### src/rtl/sevseg_scan_driver_if.sv
// Host-side handshake bundle for sevseg_scan_driver: the value to display,
// its load strobe, and the converter busy flag.
interface sevseg_scan_driver_if;
    logic [13:0] value;
    logic        load;
    logic        busy;

    // Controller core side: presents a value and strobes load
    modport master (
        output value,
        output load,
        input  busy
    );

    // Display driver side: accepts the value and reports busy
    modport slave (
        input  value,
        input  load,
        output busy
    );
endinterface

### src/rtl/sevseg_scan_driver.sv
// sevseg_scan_driver: 4-digit multiplexed seven-segment driver.
// A 14-bit value (saturated to 9999) is converted to BCD one double-dabble
// step per clock, then committed to the display registers. The scanner
// rotates through the four digits with a blanked lead-in per slot.
// Optional build macro SEVSEG_LZB_EN enables leading-zero blanking.
module sevseg_scan_driver #(
    parameter int REFRESH_DIV  = 1024,
    parameter int BLANK_CYCLES = 16
) (
    input  logic                  clk,
    input  logic                  rst,
    sevseg_scan_driver_if.slave   bus,
    output logic                  anode0_en,
    output logic                  anode1_en,
    output logic                  anode2_en,
    output logic                  anode3_en,
    output logic                  a_out,
    output logic                  b_out,
    output logic                  c_out,
    output logic                  d_out,
    output logic                  e_out,
    output logic                  f_out,
    output logic                  g_out
);
    localparam int CNT_W = (REFRESH_DIV > 1) ? $clog2(REFRESH_DIV) : 1;

    localparam logic [1:0] ST_IDLE   = 2'd0;
    localparam logic [1:0] ST_CONV   = 2'd1;
    localparam logic [1:0] ST_COMMIT = 2'd2;

    logic [1:0]       state_reg;
    logic [3:0]       step_reg;
    logic [13:0]      bin_reg;
    logic [15:0]      bcd_reg;
    logic [15:0]      bcd_adj;
    logic [13:0]      value_sat;
    logic [3:0]       digit_reg [4];
    logic [CNT_W-1:0] cnt_reg;
    logic [1:0]       idx_reg;
    logic [3:0]       anode_reg;
    logic [6:0]       seg_reg;
    logic [3:0]       anode_next;
    logic [6:0]       seg_next;
    logic [3:0]       digit_visible;
    logic             lit;

    // Out-of-range inputs display as the largest four-digit value
    assign value_sat = (bus.value > 14'd9999) ? 14'd9999 : bus.value;
    assign bus.busy  = (state_reg != ST_IDLE);

    // Double-dabble add-3 correction on every BCD nibble before the shift
    generate
        for (genvar gi = 0; gi < 4; gi++) begin : g_add3
            assign bcd_adj[gi*4 +: 4] = (bcd_reg[gi*4 +: 4] >= 4'd5)
                                      ? bcd_reg[gi*4 +: 4] + 4'd3
                                      : bcd_reg[gi*4 +: 4];
        end
    endgenerate

    // Conversion FSM: capture, 14 shift-add-3 steps, then commit to display
    always_ff @(posedge clk or negedge rst) begin
        if (!rst) begin
            state_reg <= ST_IDLE;
            step_reg  <= 4'd0;
            bin_reg   <= 14'd0;
            bcd_reg   <= 16'd0;
            for (int i = 0; i < 4; i++) digit_reg[i] <= 4'd0;
        end else begin
            case (state_reg)
                ST_IDLE: begin
                    if (bus.load) begin
                        bin_reg   <= value_sat;
                        bcd_reg   <= 16'd0;
                        step_reg  <= 4'd0;
                        state_reg <= ST_CONV;
                    end
                end
                ST_CONV: begin
                    bcd_reg  <= {bcd_adj[14:0], bin_reg[13]};
                    bin_reg  <= {bin_reg[12:0], 1'b0};
                    step_reg <= step_reg + 4'd1;
                    if (step_reg == 4'd13) state_reg <= ST_COMMIT;
                end
                ST_COMMIT: begin
                    for (int i = 0; i < 4; i++) digit_reg[i] <= bcd_reg[i*4 +: 4];
                    state_reg <= ST_IDLE;
                end
                default: state_reg <= ST_IDLE;
            endcase
        end
    end

    // Slot timer and digit index; runs freely, independent of conversions
    always_ff @(posedge clk or negedge rst) begin
        if (!rst) begin
            cnt_reg <= '0;
            idx_reg <= 2'd0;
        end else if (cnt_reg == CNT_W'(REFRESH_DIV - 1)) begin
            cnt_reg <= '0;
            idx_reg <= idx_reg + 2'd1;
        end else begin
            cnt_reg <= cnt_reg + 1'b1;
        end
    end

    // Which digits may light: units always; higher ones depend on blanking mode
    assign digit_visible[0] = 1'b1;
`ifdef SEVSEG_LZB_EN
    logic [3:0] upper_nonzero;
    assign upper_nonzero[3] = (digit_reg[3] != 4'd0);
    generate
        for (genvar gi = 1; gi < 3; gi++) begin : g_lzb
            assign upper_nonzero[gi] = (digit_reg[gi] != 4'd0) | upper_nonzero[gi+1];
        end
        for (genvar gi = 1; gi < 4; gi++) begin : g_vis
            assign digit_visible[gi] = upper_nonzero[gi];
        end
    endgenerate
    assign upper_nonzero[0] = 1'b1;
`else
    generate
        for (genvar gi = 1; gi < 4; gi++) begin : g_vis
            assign digit_visible[gi] = 1'b1;
        end
    endgenerate
`endif

    // Segment pattern (gfedcba) of the current slot's digit
    function automatic logic [6:0] encode(input logic [3:0] d);
        case (d)
            4'd0:    encode = 7'b0111111;
            4'd1:    encode = 7'b0000110;
            4'd2:    encode = 7'b1011011;
            4'd3:    encode = 7'b1001111;
            4'd4:    encode = 7'b1100110;
            4'd5:    encode = 7'b1101101;
            4'd6:    encode = 7'b1111101;
            4'd7:    encode = 7'b0000111;
            4'd8:    encode = 7'b1111111;
            4'd9:    encode = 7'b1101111;
            default: encode = 7'b0000000;
        endcase
    endfunction

    // Drive selection: blank for the lead-in of each slot, otherwise one anode
    always_comb begin
        lit        = (cnt_reg >= CNT_W'(BLANK_CYCLES)) && digit_visible[idx_reg];
        anode_next = 4'd0;
        seg_next   = 7'd0;
        if (lit) begin
            anode_next = 4'b0001 << idx_reg;
            seg_next   = encode(digit_reg[idx_reg]);
        end
    end

    // Register pad drives so anodes and segments switch on the same edge
    always_ff @(posedge clk or negedge rst) begin
        if (!rst) begin
            anode_reg <= 4'd0;
            seg_reg   <= 7'd0;
        end else begin
            anode_reg <= anode_next;
            seg_reg   <= seg_next;
        end
    end

    assign anode0_en = anode_reg[0];
    assign anode1_en = anode_reg[1];
    assign anode2_en = anode_reg[2];
    assign anode3_en = anode_reg[3];
    assign a_out     = seg_reg[0];
    assign b_out     = seg_reg[1];
    assign c_out     = seg_reg[2];
    assign d_out     = seg_reg[3];
    assign e_out     = seg_reg[4];
    assign f_out     = seg_reg[5];
    assign g_out     = seg_reg[6];
endmodule

### src/flat_wrapper.sv
// flat-port wrapper written by rule: the top's interface ports become plain ports
module sevseg_scan_driver_flat 
#(
    parameter int REFRESH_DIV  = 1024,
    parameter int BLANK_CYCLES = 16
)
  (clk, rst, anode0_en, anode1_en, anode2_en, anode3_en, a_out, b_out, c_out, d_out, e_out, f_out, g_out, bus_value, bus_load, bus_busy);
  sevseg_scan_driver_if bus_i ();
  input  logic clk;
  input  logic rst;
  output logic anode0_en;
  output logic anode1_en;
  output logic anode2_en;
  output logic anode3_en;
  output logic a_out;
  output logic b_out;
  output logic c_out;
  output logic d_out;
  output logic e_out;
  output logic f_out;
  output logic g_out;
  input wire logic [$bits(bus_i.value)-1:0] bus_value;
  input wire logic [$bits(bus_i.load)-1:0] bus_load;
  output wire logic [$bits(bus_i.busy)-1:0] bus_busy;
  assign bus_i.value = bus_value;
  assign bus_i.load = bus_load;
  assign bus_busy = bus_i.busy;
  sevseg_scan_driver #(.REFRESH_DIV(REFRESH_DIV), .BLANK_CYCLES(BLANK_CYCLES)) u_core (.clk(clk), .rst(rst), .bus(bus_i), .anode0_en(anode0_en), .anode1_en(anode1_en), .anode2_en(anode2_en), .anode3_en(anode3_en), .a_out(a_out), .b_out(b_out), .c_out(c_out), .d_out(d_out), .e_out(e_out), .f_out(f_out), .g_out(g_out));
endmodule
### config.mk
export PLATFORM = sky130hd
export DESIGN_NAME = sevseg_scan_driver_flat
export DESIGN_NICKNAME = d
export VERILOG_FILES = /design/src/rtl/sevseg_scan_driver_if.sv /design/src/rtl/sevseg_scan_driver.sv /design/src/flat_wrapper.sv
export SDC_FILE = /design/constraint.sdc
export NUM_CORES = 1
export LEC_CHECK = 0
export CAP_MARGIN = 15
export CORE_MARGIN = 1.5
export CORE_UTILIZATION = 48
export CTS_BUF_LIST = sky130_fd_sc_hd__clkbuf_16
export DETAILED_ROUTE_END_ITERATION = 8
export MAX_ROUTING_LAYER = met4
export PLACE_DENSITY = 0.68
export RECOVER_POWER = 50
export SYNTH_ARGS = -nofsm -noshare
export SYNTH_HDL_FRONTEND = slang
export SYNTH_SLANG_ARGS = --single-unit
### constraint.sdc
create_clock -name clk -period 5.4 [get_ports clk]
set_clock_uncertainty 0.15 [all_clocks]
set_input_delay 0.54 -clock clk [delete_from_list [all_inputs] [get_ports clk]]
set_output_delay 0.54 -clock clk [all_outputs]
set_load 0.05 [all_outputs]
==> results of run 1 <==
worst max path at each step:
| stage | start | to | slack, ps | cells after the start |
|---|---|---|---|---|
| after floorplan | u_core.idx_reg[0]$_DFFE_PN0N_ | u_core.seg_reg[6]$_DFF_PN0_ | 3390 | 6 |
| after global placement | bus_load | u_core.bcd_reg[3]$_DFFE_PN0P_ | 3010 | 5 |
| after detailed placement | bus_load | u_core.bcd_reg[3]$_DFFE_PN0P_ | 2980 | 5 |
| after CTS | u_core.state_reg[1]$_DFFE_PN0P_ | bus_busy | 2830 | 3 |
| after global routing | rst | u_core.cnt_reg[6]$_DFF_PN0_ | 2020 | 3 |
| final | rst | u_core.state_reg[1]$_DFFE_PN0P_ | 2540 | 3 |
metal layers:
layer	track usage (%)	part of all wire, %	vias to the layer above
li1	-	-	1176
met1	22.66	47	1211
met2	28.28	49	38
met3	3.030	3.0	8
met4	7.143	1.2	0
met5	-	0	-
per-stage QoR:
stage / cell area [sq um] / cells
4_1_cts: 4269 / 449
2_1_floorplan: 3656 / 317
5_1_grt: 4263 / 450
6_report: 4263 / 450
3_3_place_gp: 4000 / 433
3_5_place_dp: 4000 / 433
critical path, delay by kind of cell:
family	cells	cell delay [ps]
buf+inv	3	2310
cell type report:
class / instances / area [sq um]
Sequential cell: 75 / 1877
Clock inverter: 6 / 33.78
Fill cell: 653 / 3029
Tap cell: 99 / 123.9
Multi-Input combinational cell: 203 / 1609
Clock buffer: 9 / 225.2
Inverter: 26 / 97.59
Timing Repair Buffer: 32 / 296.5
power groups by stage:
stage                     combinational, uW  clock (uW)  sequential (uW)
after floorplan                         600           0              859
after global placement                  759           0              867
after detailed placement                783           0              872
after CTS                               790         532              862
after global routing                    884         560              887
final                                   783         523              864
cells by family (layout without fill, tap and decap cells):
logic type	Yosys count	in the layout	share of synthesized area, %
xor gates and xnor gates	17	17	4.072
muxes	26	26	9.240
adders and majority gates	21	21	7.187
AOI/OAI and AO/OA	68	68	13.21
DFF	75	75	51.33
and+or+nand+nor	71	71	10.37
buffers and inverters	39	73	4.586
cell usage in the layout (no fill, tap or decap), types with 3 or more instances in the layout:
cell             instances
dfrtp_1                 75
inv_1                   26
and3_1                   3
a22o_1                   8
o31ai_1                  5
nand2_1                 13
xor2_1                   7
o21ai_0                 13
a21o_1                   6
nand2b_1                 6
mux2i_1                  3
a21oi_1                  9
clkinv_2                 5
o22ai_1                  6
nor3b_1                  6
clkdlybuf4s50_1         26
a211oi_1                 7
o32ai_1                  3
xnor2_1                 10
and2_1                   5
clkbuf_1                 3
mux2_2                  19
a32o_1                   4
nor2_1                  18
nor2b_1                  4
nand3_1                  4
clkbuf_16                9
ha_1                    21
nand4_1                  3
mux4_2                   3
==> impl_metrics.py, run 1 <==
metrics = {
    "setup_path": {
        "path_class": "input port to asynchronous set/reset pin",
        "r2r-end": "u_core.bcd_reg[3]$_DFFE_PN0P_",
        "crit_arrival_ps": 2890,
        "rr_worst_depth": 4,
        "slowest_delay_ps": 1180,
        "crit_path_start_kind": "input port",
        "endpoint_kind": "asynchronous set/reset pin",
        "critPathSlowestCell": "clkbuf_2",
        "crit_chain": "dlygate4sd3_1 -> clkbuf_1 -> clkbuf_2",
        "rrSetupSlack_ps": 3010,
        "cp_max_fo": 60,
        "rr_startpoint": "u_core.state_reg[0]$_DFFE_PN0P_",
        "cp_data_required_time_ps": 5430,
    },
    "final_layout": {
        "utilization_pct": 58.46,
        "areaGrowthSynthToFinish_pct": 16.60,
        "drive_above_1_share_pct": 12.25,
        "insertedDiodeCount": 0,
        "nets": 385,
    },
    "clocking": {
        "cts_tree": "built",
        "clk-insertion-delay-late_ps": 320,
        "numCtsBuffers": 9,
        "cts.sinks": 75,
        "post_cts_buffers": 0,
        "h-tree-depth": 3,
        "post_cts_resized": 0,
        "clock_path_buffers": 2,
        "ctsHoldBuffers": 1,
        "root_buffer": "clkbuf_16",
        "clkTransAtPathRegs_ps": 50,
    },
    "place": {
        "numPortBuffers": 28,
        "dp_worst_setup_slack_ps": 2981,
        "place_congestion": 0.7870,
        "dp_hpwl_mm": 4.502,
    },
    "worst_hold_path": {
        "hp-start": "u_core.bin_reg[13]$_DFFE_PN0P_",
        "hold_depth": 2,
        "holdCritPathClass": "flip-flop to flip-flop",
        "whs_endpoint": "u_core.bin_reg[13]$_DFFE_PN0P_",
    },
    "timing": {
        "tightestPinTransition_ps": 1434,
        "rsz0062_at_grt": "false",
        "maxSlewViolCount": 0,
        "whs_ps": 338.2,
        "slew_headroom_pct": 4.389,
        "fmax_ghz": 0.3498,
        "setup_tns_ps": 0,
        "setup_viol": 0,
        "fin_crit_sh_pct": 52.94,
        "layout_setup_ws_ps": 2541,
        "fin_crit_ps": 2859,
        "hold_violations": 0,
    },
    "synth": {
        "synth.most_common_cell": "dfrtp_1",
        "netlist_area_sq_mm": 0.003656,
        "synth_ff_type": "dfrtp_1",
        "ys_ff_latch": 75,
        "synth.avg_cell_area_sq_um": 11.53,
        "synth_edf_count": 0,
        "synth-warning-count": 0,
        "syn_inst": 317,
        "ys_types": 44,
        "yosysSeqAreaShare_pct": 51.33,
        "synthArstFlopShare_pct": 100.0,
        "yosysTopAreaCell": "dfrtp_1",
        "synth_top_area_share_pct": 51.33,
        "syn_nets": 355,
        "synthTopCellsByArea": "dfrtp_1 51%, ha_1 7.2%, mux2_2 5.9%",
        "netlist_top_cells_count": "75 x dfrtp_1, 26 x inv_1, 21 x ha_1, 19 x mux2_2, 17 x nor2_1",
    },
    "pwr": {
        "p_sw_uw": 772.9,
        "power_leakage_uw": 0.001966,
        "combPwrFrac_pct": 36.1,
        "swShare_pct": 35.63,
        "max-vdd-ir-drop_v": 0.0004550,
        "finalPower_uw": 2169,
        "pwr-share-seq_pct": 39.8,
        "pwr-share-clk_pct": 24.1,
        "p_per_area_mw_per_mm2": 508.9,
        "power.internal_uw": 1397,
    },
    "floorplanning": {
        "num_io_pins": 29,
        "initial_utilization_pct": 50.14,
        "dieArea_sq_mm": 0.008150,
        "fp-row-count": 31,
        "die_y_um": 90.28,
        "die_w_um": 90.28,
        "core_sq_mm": 0.007292,
    },
    "route": {
        "vias": 2433,
        "viasPerCell": 5.407,
        "drcViolationCount": 0,
        "firstDrtPassIters": 4,
        "wl_mm": 6.391,
        "wl_per_cell_um": 14.20,
        "drt_iter0_drc": 157,
        "drtAntennaViolNets": 0,
    },
    "global_route": {
        "grt_remaining_overflow": 0,
        "grtUsageTotal_pct": 17.76,
        "grt_max_degree": 61,
        "antenna_found_initial": 0,
        "grt_first_pass_wirelength_mm": 11.33,
        "grt_pass1_vias": 2450,
    },
    "run": {
        "maxCapViolations": 0,
    },
    "status": {
        "outcome": "complete, no violations",
    },
}
No activity file was read; power rests on OpenSTA's default activity.
==> run 2, diff against run 1 <==
Settings changed: PLACE_DENSITY 0.68 to 0.7.
Clock period 5.4 ns to 2.5 ns, I/O delays scaled along.
==> impl_metrics.py, run 2 (synthesized netlist as in run 1, its figures left out) <==
metrics = {
    "route": {
        "drtAntennaViolNets": 0,
        "vias": 2458,
        "firstDrtPassIters": 4,
        "wl_per_cell_um": 14.52,
        "viasPerCell": 5.438,
        "drcViolationCount": 0,
        "wl_mm": 6.563,
        "drt_iter0_drc": 129,
    },
    "setup_path": {
        "path_class": "flip-flop to primary output",
        "crit_chain": "nor2_1 -> inv_1 -> clkdlybuf4s50_1",
        "crit_path_start_kind": "flip-flop",
        "cp_max_fo": 13,
        "path_delay_family": "buffers and inverters",
        "endpoint_kind": "primary output",
        "slowest_delay_ps": 790,
        "critPathSlowestCell": "clkdlybuf4s50_1",
        "cp_data_required_time_ps": 2100,
        "cp_num_buf_inv": 2,
        "setup.worst_path.start": "u_core.state_reg[1]$_DFFE_PN0P_",
        "rr_startpoint": "u_core.idx_reg[0]$_DFFE_PN0N_",
        "crit_arrival_ps": 1900,
    },
    "place": {
        "dp_hpwl_mm": 4.623,
        "place_congestion": 0.8112,
        "dpl-instance-area_sq_mm": 0.004035,
        "dp_worst_setup_slack_ps": 336.1,
        "numPortBuffers": 28,
    },
    "global_route": {
        "grt_remaining_overflow": 0,
        "antenna_found_initial": 0,
        "grtUsageTotal_pct": 18.30,
        "grt_pass1_vias": 2492,
        "grt_first_pass_wirelength_mm": 11.56,
        "grt_max_degree": 76,
    },
    "final_layout": {
        "insertedDiodeCount": 0,
        "design_area_sq_mm": 0.004317,
        "final_common_cell": "dfrtp_1",
        "areaGrowthSynthToFinish_pct": 18.07,
        "drive_above_1_share_pct": 13.60,
        "utilization_pct": 59.20,
        "nets": 387,
        "num-fill-cells": 617,
        "layout_common_cells": "75 x dfrtp_1, 27 x inv_1, 27 x clkdlybuf4s50_1",
    },
    "floorplanning": {
        "core_sq_mm": 0.007292,
        "num_io_pins": 29,
        "fp-row-count": 31,
        "initial_utilization_pct": 50.14,
        "die_y_um": 90.28,
        "die_w_um": 90.28,
        "dieArea_sq_mm": 0.008150,
    },
    "timing": {
        "fin_crit_ps": 2299,
        "fin_crit_sh_pct": 91.96,
        "slew_headroom_pct": 34.78,
        "layout_setup_ws_ps": 201.0,
        "hold_violations": 0,
        "setup_tns_ps": 0,
        "setup_viol": 0,
        "tightestPinTransition_ps": 978.3,
        "maxSlewViolCount": 0,
        "fmax_ghz": 0.4350,
        "rsz0062_at_grt": "false",
    },
    "clocking": {
        "root_buffer": "clkbuf_16",
        "clkTransAtPathRegs_ps": 60,
        "cts.sinks": 75,
        "clk-insertion-delay-late_ps": 330,
        "numCtsBuffers": 9,
        "cts_tree": "built",
        "post_cts_resized": 0,
        "h-tree-depth": 3,
        "clock_path_buffers": 2,
    },
    "worst_hold_path": {
        "hp-start": "bus_value[3]",
        "holdCritPathClass": "input port to flip-flop",
    },
    "pwr": {
        "max-vdd-ir-drop_v": 0.0007345,
        "p_per_area_mw_per_mm2": 1119,
        "finalPower_uw": 4829,
        "power_leakage_uw": 0.001992,
    },
    "run": {
        "maxCapViolations": 0,
    },
    "status": {
        "outcome": "complete, no violations",
    },
}
-- run 2: changes by cell type in the layout (fill, tap and decap cells not counted), moves of 2 or more --
cell,previous run,this run
clkinvlp_4,0,2
clkbuf_1,3,0
clkinv_2,5,2
buf_4,0,4
-- run 2: cell type report --
| class | instances | area [sq um] | area share [%] |
|---|---|---|---|
| clock buffers | 9 | 225.2 | 5.217 |
| clock inverters | 6 | 58.81 | 1.362 |
| inverters | 26 | 97.59 | 2.261 |
| multi-input cells | 203 | 1612 | 37.33 |
| flip-flops and latches | 75 | 1877 | 43.48 |
| well taps | 99 | 123.9 | 2.870 |
| repair buffers | 34 | 322.8 | 7.478 |
-- run 2: stage by stage --
| stage | hold WS (ps) | std cells |
|---|---|---|
| final | 311.3 | 452 |
| after global routing | 340.5 | 452 |
| after CTS | 307.2 | 452 |
| after detailed placement | 164.6 | 436 |
| after global placement | 166.1 | 436 |
| after floorplan | -195.6 | 317 |
-- run 2: timing repair --
item	4_1_cts	5_1_grt
hold buffers	1	0
setup buffers	0	0
hold endpoints to repair	75	0
-- run 2: routing by layer --
layer,GRT usage [%],vias up,routed length (um)
met1,22.84,1217,3011
met5,-,-,0
li1,-,1183,-
met2,29.36,44,3202
met3,3.199,14,218
met4,8.069,0,131
-- run 2: path summary, 6_finish.rpt --
| path | end | slack, ps | depth (start not counted) |
|---|---|---|---|
| worst max register to register | u_core.seg_reg[6]$_DFF_PN0_ | 340 | 5 |
| min in group asynchronous | u_core.seg_reg[2]$_DFF_PN0_ | 590 | 3 |
| max in group asynchronous | u_core.bcd_reg[11]$_DFFE_PN0P_ | 990 | 3 |
| worst max-delay path | bus_busy | 200 | 3 |
| worst min-delay path | u_core.bin_reg[3]$_DFFE_PN0P_ | 310 | 3 |
| worst min register to register | u_core.bin_reg[13]$_DFFE_PN0P_ | 330 | 2 |
-- run 2: where the power goes --
| group | total (uW) | internal (uW) | switching [uW] | leakage, uW |
|---|---|---|---|---|
| clock | 1230 | 758 | 469 | 0.000138 |
| sequential | 1870 | 1580 | 293 | 0.000943 |
| combinational | 1730 | 809 | 923 | 0.000911 |
-- run 2: worst min-delay path: stages --
cell             delay [ps]
clkdlybuf4s50_1         400
inv_1                    50
a211oi_1                 50
==> run 3, diff against run 2 <==
Settings changed: CELL_PAD_IN_SITES_DETAIL_PLACEMENT set to 2, CELL_PAD_IN_SITES_GLOBAL_PLACEMENT set to 2, CORE_UTILIZATION 48 to 35, PLACE_DENSITY 0.7 to not set, PLACE_DENSITY_LB_ADDON set to 0.1.
==> impl_metrics.py, run 3 (synthesized netlist as in run 1, its figures left out) <==
metrics = {
    "global_route": {
        "grt_remaining_overflow": 0,
        "grt_max_degree": 40,
        "antenna_found_initial": 0,
        "grt_pass1_vias": 2837,
        "grtUsageTotal_pct": 17.83,
        "grt_first_pass_wirelength_mm": 14.88,
    },
    "status": {
        "outcome": "complete, no violations",
    },
    "clocking": {
        "post_cts_resized": 0,
        "clock_path_buffers": 2,
        "clkTransAtPathRegs_ps": 50,
        "numCtsBuffers": 9,
        "cts.sinks": 75,
        "cts_tree": "built",
        "root_buffer": "clkbuf_16",
        "post_cts_buffers": 0,
        "h-tree-depth": 3,
        "ctsHoldBuffers": 1,
        "clk-insertion-delay-late_ps": 320,
    },
    "floorplanning": {
        "dieArea_sq_mm": 0.01107,
        "core_sq_mm": 0.01023,
        "num_io_pins": 29,
        "die_y_um": 105.2,
        "die_w_um": 105.2,
        "initial_utilization_pct": 35.73,
        "fp-row-count": 37,
    },
    "worst_hold_path": {
        "whs_endpoint": "u_core.bin_reg[1]$_DFFE_PN0P_",
        "hp-start": "bus_value[1]",
        "hold_depth": 3,
        "holdCritPathClass": "input port to flip-flop",
    },
    "place": {
        "dp_hpwl_mm": 6.221,
        "numPortBuffers": 28,
        "dp_worst_setup_slack_ps": 343.6,
        "dp.cells": 477,
        "dpl-instance-area_sq_mm": 0.004114,
        "place_congestion": 0.7232,
    },
    "timing": {
        "rsz0062_at_grt": "false",
        "hold_violations": 0,
        "setup_tns_ps": 0,
        "layout_setup_ws_ps": 205.6,
        "fmax_ghz": 0.4359,
        "tightestPinTransition_ps": 989.8,
        "setup_viol": 0,
        "slew_headroom_pct": 34.01,
        "fin_crit_sh_pct": 91.77,
        "maxSlewViolCount": 0,
        "fin_crit_ps": 2294,
    },
    "final_layout": {
        "areaGrowthSynthToFinish_pct": 19.85,
        "insertedDiodeCount": 0,
        "design_area_sq_mm": 0.004382,
        "drive_above_1_share_pct": 14.04,
        "num-fill-cells": 1051,
        "nets": 391,
        "layout_common_cells": "75 x dfrtp_1, 27 x inv_1, 27 x clkdlybuf4s50_1",
        "instances_no_fill": 492,
        "final_common_cell": "dfrtp_1",
    },
    "pwr": {
        "pwr-share-clk_pct": 24.6,
        "power_leakage_uw": 0.002012,
        "p_per_area_mw_per_mm2": 1131,
        "combPwrFrac_pct": 37.4,
        "p_sw_uw": 1787,
        "power.internal_uw": 3167,
        "max-vdd-ir-drop_v": 0.0004346,
        "pwr-share-seq_pct": 38.0,
        "swShare_pct": 36.07,
        "finalPower_uw": 4954,
    },
    "setup_path": {
        "crit_arrival_ps": 1890,
        "crit_path_start_kind": "flip-flop",
        "r2r-end": "u_core.seg_reg[6]$_DFF_PN0_",
        "cp_data_required_time_ps": 2100,
        "rr_worst_depth": 5,
        "cp_max_fo": 14,
        "rrSetupSlack_ps": 320,
        "path_class": "flip-flop to primary output",
        "endpoint_kind": "primary output",
        "rr_startpoint": "u_core.idx_reg[0]$_DFFE_PN0N_",
    },
    "route": {
        "vias": 2521,
        "wl_per_cell_um": 17.44,
        "wl_mm": 8.580,
        "drt_iter0_drc": 23,
        "viasPerCell": 5.124,
        "drcViolationCount": 0,
        "drtAntennaViolNets": 0,
        "firstDrtPassIters": 4,
    },
    "run": {
        "maxCapViolations": 0,
    },
}
[run 3: cell count changes in the layout (fill, tap and decap cells not counted), sizes merged]
cell / change
buf: +3
clkinvlp: -2
clkbuf: +1
clkinv: +1
[run 3: metrics by stage]
step                      hold slack [ps]  utilization (%)
after floorplan                    -195.6                -
after global placement              122.6            40.21
after detailed placement            115.5            40.21
after CTS                           312.7            42.97
after global routing                360.1            42.83
final                               331.5            42.83
[run 3: cell type report]
| class | count | area (sq um) | area share [%] |
|---|---|---|---|
| clock buffer | 9 | 225.2 | 5.140 |
| clock inverter | 5 | 47.55 | 1.085 |
| inverter | 26 | 97.59 | 2.227 |
| multi-input combinational | 203 | 1612 | 36.78 |
| sequential | 75 | 1877 | 42.83 |
| tap | 136 | 170.2 | 3.883 |
| timing repair buffer | 38 | 352.8 | 8.053 |
[run 3: power groups by stage]
stage                     sequential [uW]  combinational [uW]  clock, uW
after floorplan                      1860                1300          0
after detailed placement             1910                1880          0
after CTS                            1890                1900       1270
after global routing                 1940                2100       1310
after global placement               1900                1780          0
final                                1880                1850       1220
[run 3: critical path: stages, from the launching register on]
cell             delay [ps]
dfrtp_1                 590
nor2_1                  110
inv_1                    70
clkdlybuf4s50_1         790
[run 3: metal layers]
metal	up-vias	global-route usage (%)	share of wire [%]	wire (um)
met5	-	-	0	0
met4	0	4.305	0.99	85
met3	8	3.993	1.8	158
met2	19	27.82	48	4146
met1	1314	23.67	49	4189
li1	1180	-	-	-
[run 3: worst max path at each step]
| stage | depth (start not counted) | startpoint | slack (ps) | end |
|---|---|---|---|---|
| 2_1_floorplan | 6 | u_core.idx_reg[0]$_DFFE_PN0N_ | 490 | u_core.seg_reg[6]$_DFF_PN0_ |
| 3_3_place_gp | 5 | u_core.idx_reg[0]$_DFFE_PN0N_ | 380 | u_core.seg_reg[6]$_DFF_PN0_ |
| 3_5_place_dp | 5 | u_core.idx_reg[0]$_DFFE_PN0N_ | 340 | u_core.seg_reg[6]$_DFF_PN0_ |
| 4_1_cts | 3 | u_core.state_reg[0]$_DFFE_PN0P_ | 170 | bus_busy |
| 5_1_grt | 3 | u_core.state_reg[0]$_DFFE_PN0P_ | 100 | bus_busy |
| 6_report | 3 | u_core.state_reg[0]$_DFFE_PN0P_ | 210 | bus_busy |
